**src/rtl/vif_stream_fifo.sv**
```systemverilog
// Valid/ready buffering FIFO behind the my_if producer: first-word fall-through, occupancy status, sync flush.
// Optional high-water-mark output is enabled by defining VIF_FIFO_HWM_EN.
module vif_stream_fifo #(
   parameter int DATA_W = 8,
   parameter int DEPTH  = 4,
   parameter int CNT_W  = $clog2(DEPTH) + 1
) (
   input  logic              clk,
   input  logic              rst_n,
   input  logic              flush,
   input  logic [DATA_W-1:0] in_data,
   input  logic              in_valid,
   output logic              in_ready,
   output logic [DATA_W-1:0] out_data,
   output logic              out_valid,
   input  logic              out_ready,
   output logic [CNT_W-1:0]  count,
   output logic              full,
   output logic              empty
`ifdef VIF_FIFO_HWM_EN
   ,
   output logic [CNT_W-1:0]  hwm
`endif
);

   localparam int PTR_W = $clog2(DEPTH);

   logic [DATA_W-1:0] mem [DEPTH];
   logic [PTR_W-1:0]  wp;
   logic [PTR_W-1:0]  rp;
   logic              push;
   logic              pop;
   logic [CNT_W-1:0]  count_nxt;

   // Handshake status depends only on registered count, never on in_valid/out_ready.
   assign full      = (count == CNT_W'(DEPTH));
   assign empty     = (count == '0);
   assign in_ready  = !full;
   assign out_valid = !empty;
   assign out_data  = mem[rp];

   assign push = in_valid && in_ready;
   assign pop  = out_valid && out_ready;

   always_comb begin
      count_nxt = count;
      if (flush) begin
         count_nxt = '0;
      end else if (push && !pop) begin
         count_nxt = count + CNT_W'(1);
      end else if (pop && !push) begin
         count_nxt = count - CNT_W'(1);
      end
   end

   always_ff @(posedge clk or negedge rst_n) begin
      if (!rst_n) begin
         wp    <= '0;
         rp    <= '0;
         count <= '0;
      end else begin
         count <= count_nxt;
         if (flush) begin
            wp <= '0;
            rp <= '0;
         end else begin
            if (push) wp <= wp + PTR_W'(1);
            if (pop)  rp <= rp + PTR_W'(1);
         end
      end
   end

   // Storage is cleared on reset so out_data reads 0 while rst_n is low.
   always_ff @(posedge clk or negedge rst_n) begin
      if (!rst_n) begin
         for (int i = 0; i < DEPTH; i++) begin
            mem[i] <= '0;
         end
      end else if (push && !flush) begin
         mem[wp] <= in_data;
      end
   end

`ifdef VIF_FIFO_HWM_EN
   always_ff @(posedge clk or negedge rst_n) begin
      if (!rst_n) begin
         hwm <= '0;
      end else if (flush) begin
         hwm <= '0;
      end else if (count_nxt > hwm) begin
         hwm <= count_nxt;
      end
   end
`endif

endmodule

```
**config.mk**
```make
export PLATFORM = sky130hd
export DESIGN_NAME = vif_stream_fifo
export DESIGN_NICKNAME = d
export VERILOG_FILES = /design/src/rtl/vif_stream_fifo.sv
export SDC_FILE = /design/constraint.sdc
export NUM_CORES = 1
export LEC_CHECK = 0
export ABC_AREA = 1
export BUFFER_PORTS_ARGS = -buffer_cell sky130_fd_sc_hd__buf_4
export CORE_MARGIN = 2
export CORE_UTILIZATION = 30
export CTS_CLUSTER_SIZE = 20
export DETAILED_ROUTE_END_ITERATION = 7
export GPL_ROUTABILITY_DRIVEN = 0
export PLACE_DENSITY_LB_ADDON = 0.08
export SYNTH_ARGS = -nofsm -noshare
export SYNTH_HDL_FRONTEND = slang
export SYNTH_SLANG_ARGS = --single-unit
```
**constraint.sdc**
```tcl
create_clock -name clk -period 3.1 [get_ports clk]
set_input_delay 0.775 -clock clk [delete_from_list [all_inputs] [get_ports clk]]
set_output_delay 0.775 -clock clk [all_outputs]
set_load 0.02 [all_outputs]
```
== Yosys cells after proc, flatten, opt, wreduce, memory -nomap -nowiden ==
Index checks and enable logic that the tools add are counted.
Operators by class
  bitwise operators: 2
  $mul: 0
  reductions and logical operators: 15
  muxes and demuxes: 13
  equal/unequal tests: 1
  shifts and indexed selects: 0
  div/mod/pow operators: 0
  add/subtract/negate cells: 4
  order comparisons: 3
Operators by type and width (count)
  32-bit bitwise mux: 1
  8-bit two-way mux: 3
  8-bit binary-select mux with 2-bit select: 1
  8-bit demux with 2-bit select: 1
  3-bit two-way mux: 3
  2-bit two-way mux: 4
  3-bit greater-or-equal comparator, second input constant: 2
  1-bit logical AND: 6
  2-bit NOT with 3-bit output: 2
  1-bit logical NOT: 5
  2-bit by 1-bit adder with 2-bit output, second input constant: 2
  2-bit nonzero test: 2
  3-bit by 1-bit adder with 3-bit output, second input constant: 1
  3-bit == test, second input constant: 1
  3-bit logical NOT: 1
  3-bit by 1-bit less-than comparator with 1-bit output, second input constant: 1
  3-bit nonzero test: 1
  3-bit by 1-bit subtractor with 3-bit output, second input constant: 1
Word-level totals
  logic and storage cells: 45
  input bits: 13
  bits in latches: 0
  flip-flop bits (word level): 39
  bits in read-only memories: 0
  RAM bits: 0
  output and inout port bits: 15
  memories: 0

== Depth between registers and ports, before layout ==
  word-level depth: 8
  mapped depth: 12

== Least setup slack after synthesis ==
OpenSTA, ideal clock, no wires.
  path kind: register to output
  from: register rp[0]
  to: output port out_data[6]
  data arrival time: 1228 ps
  cell stages (with the launch flop): 6
  path slack: 1097 ps
  path buffers: 2
  data required time: 2325 ps
  path through: dfrtp_1 -> buf_2 -> inv_1 -> buf_2 -> o21ai_0 -> o22ai_1
On the way
  cells in the longest elaborated chain, start to end: 4
Ends and longest elaborated chain
  start, declared: line 30  | logic [PTR_W-1:0] rp;
  start signal, assigned: line 68  | if (pop) rp <= rp + PTR_W'(1);
  2-bit NOT with 3-bit output (not written as such): line 40  | assign out_data = mem[rp];
  8-bit binary-select mux with 2-bit select: line 40
  8-bit two-way mux (not written as such) (2 in series): line 40
  end, declared: line 14  | output logic [DATA_W-1:0] out_data,
No other way between the ends. The select of a mux whose other input is x is not followed.

== Final worst setup path ==
  from: register rp[0]
  to: output port out_data[1]
The elaborated chain is that of the path after synthesis.

==> results by group <==
Status
  – Status: finished, final reports clean

Logic synthesis
  – Synth area leader: dfrtp_1
  – Top cell type's share of synthesized area: 50.7%
  – Top post-synthesis cells by area: dfrtp_1 (51%), nand2_1 (9.6%), o21ai_1 (6.2%), o21ai_0 (4.7%), inv_1 (4.3%)
  – Seq/Total Area, Yosys: 50.7%
  – Yosys cell types: 20
  – Syn Inst Count: 217
  – Yosys reg bits: 39
  – Synth Warn #: 0
  – Syn Nets: 235
  – Synthesized area: 0.00192 mm^2
  – Syn avg cell area: 8.87 um^2

Clock tree
  – Post-CTS setup buffer count: 0
  – CTS buffer count: 5
  – CTS tree: done
  – Worst-Skew Late Latency: 0.29 ns
  – CTS HTree Levels: 2
  – Bufs on Longest Clock Path: 2
  – Worst-path clk slew: 0.08 ns
  – Hold Buf Count CTS: 0
  – Root Buffer: clkbuf_8
  – Post_cts resized: 0
  – CTS sink cnt: 39

Timing
  – # setup viols final: 0
  – Rel. slew slack: 61.7%
  – RSZ-0062 raised after global routing: false
  – Hold_ws: 0.446 ns
  – Period utilization: 88.4%
  – Min Tclk post-route: 2.74 ns
  – Setup TNS: 0 ns
  – Fmax: 0.365 GHz
  – Fin. Hold Viols: 0
  – Skew final: 0.00574 ns
  – Max Transition Viols Final: 0
  – Worst slew pin tran: 0.575 ns
  – Final worst slack: 0.360 ns

Drt
  – Routed WL per cell: 13.3 um
  – Final ANT Viol Nets: 0
  – DR vias/cell: 4.65
  – Number of DRC markers in iteration 0: 74
  – Pre-antenna DRT Iters: 4
  – Via Count: 1492
  – WL final: 4260 um
  – DRC: 0

Power
  – Leakage: 1.17 nW
  – Clock power frac: 18.7%
  – Seq pwr share: 41.2%
  – Internal power: 0.00125 W
  – P_sw: 0.000785 W
  – Total power per unit cell area: 897 mW/mm^2
  – Peak supply drop: 0.000376 V
  – Switching Share: 38.6%
  – Comb pwr share: 40.0%

Finish
  – Nets: 261
  – Final instance area: 0.00226 mm^2
  – Fillers: 644
  – Most frequent cells in the layout: nand2_1 (49), dfrtp_1 (39), buf_4 (27), o21ai_1 (24), inv_1 (22)
  – Layout overhead on the synthesized area: 17.7%
  – Commonest non-fill, non-tap cell in the layout: nand2_1
  – ANT cells: 0
  – Layout cells sized above 1: 20.9%

Worst setup path
  – Cell family with most CP delay: flip-flops
  – Crit path DAT: 1.97 ns
  – WP buf/inv: 2
  – WS Path Type: reg -> out
  – Worst EP required: 2.32 ns
  – CP Max Fanout: 19
  – CP max stage cell: dfrtp_1
  – Worst path max stage delay: 0.71 ns
  – R2r setup slk: 1.14 ns
  – Reg2reg end: count[2]
  – RR Startpoint: count[0]
  – Worst-path cell chain: inv_1 -> o21ai_0 -> o22ai_1 -> buf_4
  – Worst Reg-to-Reg Cells: 12
  – Setup crit start kind: flip-flop
  – CP Capture Type: primary output

Job
  – Maxcap violations: 0

Die
  – Row cnt: 29
  – Die height: 84.1 um
  – I/O pin cnt: 28
  – Initial core utilization: 30.7%
  – Die ar.: 0.00707 mm^2
  – Core area: 0.00628 mm^2
  – Die Wd: 84.1 um

Global routing
  – First-pass GRT wire length: 7370 um
  – GRT overflow: 0
  – Pin count of the biggest net entering global routing: 40
  – GRT Overall Usage: 13.3%
  – Number of global-route vias before repair: 1516
  – Initial antenna violation count: 0

Placement
  – Placed standard-cell area: 0.00216 mm^2
  – Hpwl dp: 2840 um
  – Port Buffers: 27
  – Pre-CTS setup slack: 0.643 ns

Worst hold path
  – Hold Path Class: in -> async
## sequential cells by signal, summed over array words and instances (netlist names)
register	count
count	3
mem	32
rp	2
wp	2
## power by group through the flow
stage	clock, W	combinational [W]	sequential, W
global route	0.000424	0.000919	0.000867
finish	0.000380	0.000814	0.000838
CTS	0.000398	0.000830	0.000840
global placement	0	0.000824	0.000846
floorplan	0	0.000577	0.000815
detailed placement	0	0.000829	0.000844
## metrics by stage
stage                     cells  utilization (%)  power (W)
after CTS                   321             36.1    0.00207
after global routing        321             36.1    0.00221
after detailed placement    313             34.4    0.00167
after global placement      313             34.4    0.00167
after floorplan             217                -    0.00139
final                       321             36.1    0.00203
## worst max-delay path by stage
stage | start | to | slack, ns | depth (start not counted)
2_1_floorplan | rp[0] | out_data[6] | 1.10 | 5
3_3_place_gp | rp[0] | out_data[1] | 0.68 | 4
3_5_place_dp | rp[0] | out_data[1] | 0.64 | 4
4_1_cts | rp[0] | out_data[1] | 0.29 | 4
5_1_grt | rp[0] | out_data[2] | 0.08 | 4
6_report | rp[0] | out_data[1] | 0.36 | 4
## cell usage after synthesis (all sizes together)
library cell / instances
a21oi: 3
buf: 6
clkbuf: 2
dfrtp: 39
fa: 1
ha: 4
inv: 22
nand2: 55
nand3: 3
nand4: 3
nor2: 20
o21ai: 50
o22ai: 8
xnor2: 1
## kinds of logic after synthesis
logic type,Yosys count,synth area share [%]
AO/OA/AOI/OAI,61,17.9
XOR/XNOR,1,0.455
adder cells (fa/ha/maj),5,3.64
buffers and inverters,30,7.54
flip-flops,39,50.7
AND/OR/NAND/NOR,81,19.7
## routing by layer
layer,track usage (%),part of all wire (%),vias to the layer above,wire length [um]
met3,3.36,4.0,5,169
met5,0,0,-,0
met4,3.96,1.2,0,51
li1,-,-,762,-
met1,17.0,47,699,2020
met2,22.1,47,26,2010
## cell type report
cell class                      instances  area (um^2)  share of cell area [%]
Sequential cell                        39          976                    43.1
Multi-Input combinational cell        148          803                    35.5
Timing Repair Buffer                   27          203                    8.95
Clock buffer                            7         96.3                    4.25
Tap cell                               77         96.3                    4.25
Inverter                               22         82.6                    3.65
Clock inverter                          1         7.51                   0.331
Power figures use the tool's default switching activity.
